`src/rtl/snake_pkg.sv`:
```
// Shared definitions for the snake head stepper: direction encoding,
// controller states and the opposite-direction helper.
package snake_pkg;

   typedef enum logic [1:0] {
      UP    = 2'd0,
      DOWN  = 2'd1,
      RIGHT = 2'd2,
      LEFT  = 2'd3
   } dir_t;

   typedef enum logic [1:0] {
      S_IDLE = 2'd0,
      S_RUN  = 2'd1,
      S_DEAD = 2'd2
   } state_t;

   function automatic dir_t opposite(input dir_t d);
      dir_t r;
      case (d)
         UP:      r = DOWN;
         DOWN:    r = UP;
         RIGHT:   r = LEFT;
         default: r = RIGHT;
      endcase
      return r;
   endfunction

endpackage

```
`src/rtl/snake_dir_queue.sv`:
```
// Two-entry FIFO of pending direction changes. A same-cycle pop and push
// removes the head first and places the new entry behind whatever remains.
module snake_dir_queue
   import snake_pkg::*;
(
   input  logic       clk,
   input  logic       rst,
   input  logic       flush,
   input  logic       push,
   input  logic       pop,
   input  dir_t       din,
   output dir_t       head,
   output dir_t       tail,
   output logic [1:0] count,
   output logic       full
);

   dir_t       entry0;
   dir_t       entry1;
   logic       pop_eff;
   logic       push_eff;

   assign pop_eff  = pop && (count != 2'd0);
   assign push_eff = push && ((count != 2'd2) || pop_eff);

   assign head = entry0;
   assign tail = (count == 2'd2) ? entry1 : entry0;
   assign full = (count == 2'd2);

   // NOTE: non-blocking (<=) for every flop so all registers update from
   // the same pre-edge values, regardless of statement order.
   always_ff @(posedge clk) begin
      if (rst || flush) begin
         count <= 2'd0;
      end else begin
         case ({push_eff, pop_eff})
            2'b01:   count <= count - 2'd1;
            2'b10:   count <= count + 2'd1;
            default: count <= count;
         endcase
      end
   end

   // NOTE: the entry storage has no reset; count alone says which entries
   // are valid, so clearing the data would only cost reset fan-out.
   always_ff @(posedge clk) begin
      case ({push_eff, pop_eff})
         2'b01: entry0 <= entry1;
         2'b10: begin
            if (count == 2'd0) entry0 <= din;
            else               entry1 <= din;
         end
         2'b11: begin
            if (count == 2'd2) begin
               entry0 <= entry1;
               entry1 <= din;
            end else begin
               entry0 <= din;
            end
         end
         default: ;
      endcase
   end

endmodule

```
`src/rtl/snake_head_stepper.sv`:
```
// Snake head controller: IDLE/RUN/DEAD state machine, queued direction
// changes and one-cell moves per step tick with wall-kill or toroidal wrap.
module snake_head_stepper
   import snake_pkg::*;
#(
   parameter int GRID_ROWS = 48,
   parameter int GRID_COLS = 64,
   parameter int COORD_W   = 7,
   parameter int START_X   = 24,
   parameter int START_Y   = 32,
   parameter int START_WAY = 2,
   parameter int WRAP      = 0
) (
   input  logic               i_Clk,
   input  logic               i_Rst,
   input  logic               i_Start,
   input  logic               i_Step,
   input  logic               i_Push_Valid,
   input  logic [1:0]         i_Push,
   output logic [COORD_W-1:0] o_Head_x,
   output logic [COORD_W-1:0] o_Head_y,
   output logic [1:0]         o_Way,
   output logic               o_Step_Done,
   output logic               o_Dead,
   output logic               o_Q_Full
);

   localparam logic [COORD_W:0]   ONE_EXT     = {{COORD_W{1'b0}}, 1'b1};
   localparam logic [COORD_W:0]   ROW_LIM     = GRID_ROWS[COORD_W:0];
   localparam logic [COORD_W:0]   COL_LIM     = GRID_COLS[COORD_W:0];
   localparam logic [COORD_W-1:0] START_X_C   = START_X[COORD_W-1:0];
   localparam logic [COORD_W-1:0] START_Y_C   = START_Y[COORD_W-1:0];
   localparam dir_t               START_WAY_C = dir_t'(START_WAY[1:0]);

   state_t             state;
   dir_t               way;

   logic               do_step;
   logic               q_push;
   logic               q_pop;
   logic               q_flush;
   dir_t               q_head;
   dir_t               q_tail;
   logic [1:0]         q_count;
   logic               q_full;
   logic [1:0]         post_count;
   dir_t               move_dir;
   dir_t               ref_dir;
   dir_t               push_dir;

   logic [COORD_W:0]   x_ext;
   logic [COORD_W:0]   y_ext;
   logic [COORD_W:0]   nx_ext;
   logic [COORD_W:0]   ny_ext;
   logic               off_grid;

   snake_dir_queue u_queue (
      .clk   (i_Clk),
      .rst   (i_Rst),
      .flush (q_flush),
      .push  (q_push),
      .pop   (q_pop),
      .din   (push_dir),
      .head  (q_head),
      .tail  (q_tail),
      .count (q_count),
      .full  (q_full)
   );

   assign o_Way    = way;
   assign o_Q_Full = q_full;

   // A push is judged against the queue as it stands after this cycle's pop.
   always_comb begin
      do_step    = (state == S_RUN) && i_Step;
      q_pop      = do_step && (q_count != 2'd0);
      move_dir   = q_pop ? q_head : way;
      post_count = q_count - {1'b0, q_pop};
      ref_dir    = (post_count != 2'd0) ? q_tail : move_dir;
      push_dir   = dir_t'(i_Push);
      q_push     = (state == S_RUN) && i_Push_Valid && (post_count != 2'd2) &&
                   (push_dir != ref_dir) && (push_dir != opposite(ref_dir));
      q_flush    = i_Start && (state == S_DEAD);
   end

   // NOTE: every output of this block gets a default first, so no path
   // through the case leaves a signal unassigned and no latch is inferred.
   always_comb begin
      x_ext    = {1'b0, o_Head_x};
      y_ext    = {1'b0, o_Head_y};
      nx_ext   = x_ext;
      ny_ext   = y_ext;
      off_grid = 1'b0;
      case (move_dir)
         UP: begin
            nx_ext   = x_ext - ONE_EXT;
            off_grid = nx_ext[COORD_W];
            if (off_grid && (WRAP != 0)) nx_ext = ROW_LIM - ONE_EXT;
         end
         DOWN: begin
            nx_ext   = x_ext + ONE_EXT;
            off_grid = (nx_ext >= ROW_LIM);
            if (off_grid && (WRAP != 0)) nx_ext = '0;
         end
         RIGHT: begin
            ny_ext   = y_ext + ONE_EXT;
            off_grid = (ny_ext >= COL_LIM);
            if (off_grid && (WRAP != 0)) ny_ext = '0;
         end
         default: begin
            ny_ext   = y_ext - ONE_EXT;
            off_grid = ny_ext[COORD_W];
            if (off_grid && (WRAP != 0)) ny_ext = COL_LIM - ONE_EXT;
         end
      endcase
   end

   always_ff @(posedge i_Clk) begin
      if (i_Rst) begin
         state       <= S_IDLE;
         o_Head_x    <= START_X_C;
         o_Head_y    <= START_Y_C;
         way         <= START_WAY_C;
         o_Step_Done <= 1'b0;
         o_Dead      <= 1'b0;
      end else begin
         o_Step_Done <= 1'b0;
         case (state)
            S_IDLE: begin
               if (i_Start) begin
                  state    <= S_RUN;
                  o_Head_x <= START_X_C;
                  o_Head_y <= START_Y_C;
                  way      <= START_WAY_C;
               end
            end
            S_RUN: begin
               if (do_step) begin
                  way <= move_dir;
                  if (off_grid && (WRAP == 0)) begin
                     state  <= S_DEAD;
                     o_Dead <= 1'b1;
                  end else begin
                     o_Head_x    <= nx_ext[COORD_W-1:0];
                     o_Head_y    <= ny_ext[COORD_W-1:0];
                     o_Step_Done <= 1'b1;
                  end
               end
            end
            S_DEAD: begin
               if (i_Start) begin
                  state    <= S_RUN;
                  o_Dead   <= 1'b0;
                  o_Head_x <= START_X_C;
                  o_Head_y <= START_Y_C;
                  way      <= START_WAY_C;
               end
            end
            default: state <= S_IDLE;
         endcase
      end
   end

endmodule
```
`config.mk`:
```
export PLATFORM = sky130hd
export DESIGN_NAME = snake_head_stepper
export DESIGN_NICKNAME = d
export VERILOG_FILES = /design/src/rtl/snake_pkg.sv /design/src/rtl/snake_dir_queue.sv /design/src/rtl/snake_head_stepper.sv
export SDC_FILE = /design/constraint.sdc
export NUM_CORES = 1
export LEC_CHECK = 0
export ABC_AREA = 1
export CORE_MARGIN = 4
export CORE_UTILIZATION = 35
export CTS_CLUSTER_DIAMETER = 200
export CTS_CLUSTER_SIZE = 10
export DETAILED_ROUTE_END_ITERATION = 6
export PLACE_DENSITY_LB_ADDON = 0.2
export SETUP_SLACK_MARGIN = 0.1
export SLEW_MARGIN = 20
export SYNTH_ARGS = -nofsm -noshare
export SYNTH_HDL_FRONTEND = slang
export SYNTH_SLANG_ARGS = --single-unit
```
`constraint.sdc`:
```
create_clock -name i_Clk -period 4.95 [get_ports i_Clk]
set_input_delay 0.99 -clock i_Clk [delete_from_list [all_inputs] [get_ports i_Clk]]
set_output_delay 0.99 -clock i_Clk [all_outputs]
set_load 0.01 [all_outputs]
```
==> out/metrics.csv <==
metric;value;unit
outcome;finished, final reports clean;
period_share;65.6;%
grt_max_degree;18;
holdCritPathClass;register to register;
worstPathRequired;4930;ps
globalRoute.totalOverflow;0;
use_met3;1.39;%
synth_most_common_cell;nand2_1;
min_period;3250;ps
gp_congestion;0.865;
relSlewSlack;56.6;%
syn_inst;287;
ys_async_sr_fraction;0;%
cts_buffers;3;
rows;27;
rr_startpoint;state[0];
numPortBuffers;25;
clock_path_buffers;2;
crit_slowest_cell;clkdlybuf4s50_1;
met2_usage;23.6;%
core_area;0.00551;mm²
nNetsFinal;323;
seq_area_frac_synth;28.3;%
r2r_cells;12;
cp-start-kind;input pin;
synth-seq-cells;26;
finalSetupViolCount;0;
arrival;3220;ps
antenna_found_initial;0;
grt_usage;14.1;%
power;720;µW
dr.pass1.iters;4;
critical-path-max-stage-delay;580;ps
drcViolationCount;0;
rsz0062_at_grt;no;
final_core_util;42.7;%
critPathBufInv;2;
final_cell_area;0.00235;mm²
htreeDepth;1;
worst_pin_slew;650;ps
cts.sinks;26;
cts.clk_slew.worst_paths;100;ps
p_leak;0.000991;µW
cpMostUsedCell;nor2_1;
hold_depth;2;
postRouteAntennaNets;0;
max_freq;0.308;GHz
placed_area;0.00228;mm²
drive_gt1_share;8.41;%
critical_path.cell_chain;clkdlybuf4s50_1 -> nand3_4 -> nor2_4 -> nand2_2 -> nand2_4 -> inv_2 -> o21ai_0 -> nor2_1 -> nor3b_2 -> ha_1 -> nor2_1 -> a21oi_1;
crit_start;i_Step;
viasPerCell;4.98;
root_buffer;clkbuf_8;
avgSynthCellArea;6.90;µm²
r2r_slack;2150;ps
synth_edf_count;4;
netlist_area;0.00198;mm²
area_delta_synth_final;18.8;%
yosysTopAreaCell;dfxtp_1;
worst-path-stages;12;
synth_warnings;0;
drt_iter0_markers;87;
path_delay_family;simple AND/OR/NAND/NOR gates;
hold_viol_final;0;
netlist_top_cells_area;dfxtp_1 22%, nand2_1 14%, xor2_1 6.2%, edfxtp_1 6.1%, nand4_1 6.0%;
slew_viol_final;0;
grt_pass1_wl;8220;µm
n_antenna_cell;0;
die_w;83.2;µm
maxCapViolations;0;
peakVddDrop;178;µV
hold_buffers;0;
worstReg2RegEnd;u_queue.entry1[1];
grt_pass1_vias;1746;
dominantRegCellSynth;dfxtp_1;
tns;0;ps
routed_wirelength;4970;µm
ctsResizeCount;0;
postCtsSetupRepairBufs;0;
fp.dieH;83.2;µm
skew;3.96;ps
powerDensity;306;mW/mm²
pin_count;26;
endpoint_kind;register;
clk_latency;270;ps
die-area;0.00693;mm²
busiest_layer;met2;
worstSetupEndpoint;u_queue.entry1[1];
num_vias;1897;
syn-num-nets;300;
cts_tree;yes;
synth_cell_types;36;
initial_core_util;36.0;%
synth_top_area_share;22.2;%
hpwl;3650;µm
ys_top_cells_by_count;76 x nand2_1, 26 x inv_1, 24 x nor2_1, 22 x dfxtp_1, 22 x nand3_1;
grt.met1_usage;19.1;%
cp_max_fo;6;
path_class;input pin to register;
wl_per_cell;13.0;µm
## worst register-to-register path, delay by kind of cell, from the launching register on
family          cells  cell delay (ps)
flops               1              640
simple gates        7              960
buf+inv             2              330
fa+ha+maj           1              280
compound gates      2              300
## sequential cells by signal (all words and copies together), names as in the netlist
name and flops:
state 2, o_Step_Done 1, o_Head_y 7, o_Dead 1, u_queue.head 2, o_Head_x 7, u_queue.entry1 2, o_Way 2
u_queue.count 2
## layout make-up
class                   count  area (µm²)
well taps                  72        90.1
fillers                   568        3150
clock buffers               3        41.3
multi-input cells         223        1260
repair buffers             25         250
inverters                  31         116
flip-flops and latches     26         561
clock inverters             1        30.0
## layer usage
| layer | part of all wire [%] | wire length (µm) |
|---|---|---|
| met1 | 52 | 2580 |
| met2 | 44 | 2170 |
| met3 | 3.8 | 188 |
| met4 | 0.70 | 35 |
| met5 | 0 | 0 |
## cells by family (layout without fill, tap and decap cells)
family | Yosys count | count (layout) | synth area share (%)
AO/OA/AOI/OAI | 38 | 38 | 11.4
XOR/XNOR | 16 | 16 | 7.08
adder cells (fa/ha/maj) | 6 | 6 | 3.79
buffers and inverters | 38 | 60 | 7.83
flip-flops | 26 | 26 | 28.3
AND/OR/NAND/NOR | 163 | 163 | 41.6
## worst min path at each step
stage,from,to,slack [ps]
5_1_grt,o_Dead,o_Dead,520
3_5_place_dp,o_Dead,o_Dead,460
2_1_floorplan,o_Dead,o_Dead,500
6_report,o_Dead,o_Dead,490
4_1_cts,o_Dead,o_Dead,490
3_3_place_gp,o_Dead,o_Dead,470
## cells in the final DEF (no fill, tap or decap), types with 2 or more instances in the layout
cell / netlist / final
clkbuf_8: 0 / 3
xnor2_1: 2 / 2
inv_1: 26 / 26
a21oi_1: 17 / 17
nor3_1: 3 / 3
dfxtp_1: 22 / 22
nand4_1: 19 / 19
ha_1: 6 / 6
nor2_1: 24 / 24
nand3_4: 2 / 2
nor2_8: 2 / 2
nand3_1: 22 / 22
or2_2: 2 / 2
xor2_1: 14 / 14
edfxtp_1: 4 / 4
o211ai_1: 6 / 6
nand2_2: 2 / 2
inv_2: 4 / 4
nand2_1: 76 / 76
nand3_2: 4 / 4
o21ai_0: 10 / 10
nand2_4: 2 / 2
clkdlybuf4s50_1: 0 / 25
## metrics by stage
step / setup WS (ps) / cells / hold WS [ps]
after detailed placement: 1420 / 377 / 464
after global routing: 1510 / 381 / 523
final: 1700 / 381 / 486
after CTS: 1730 / 381 / 495
after global placement: 1460 / 377 / 468
after floorplan: 2240 / 287 / 505
## power breakdown
group / total, µW / switching [µW] / internal (µW)
clock: 180 / 72.1 / 108
sequential: 271 / 35.1 / 236
combinational: 268 / 159 / 108
total: 720 / 267 / 453
Power figures use the tool's default switching activity.
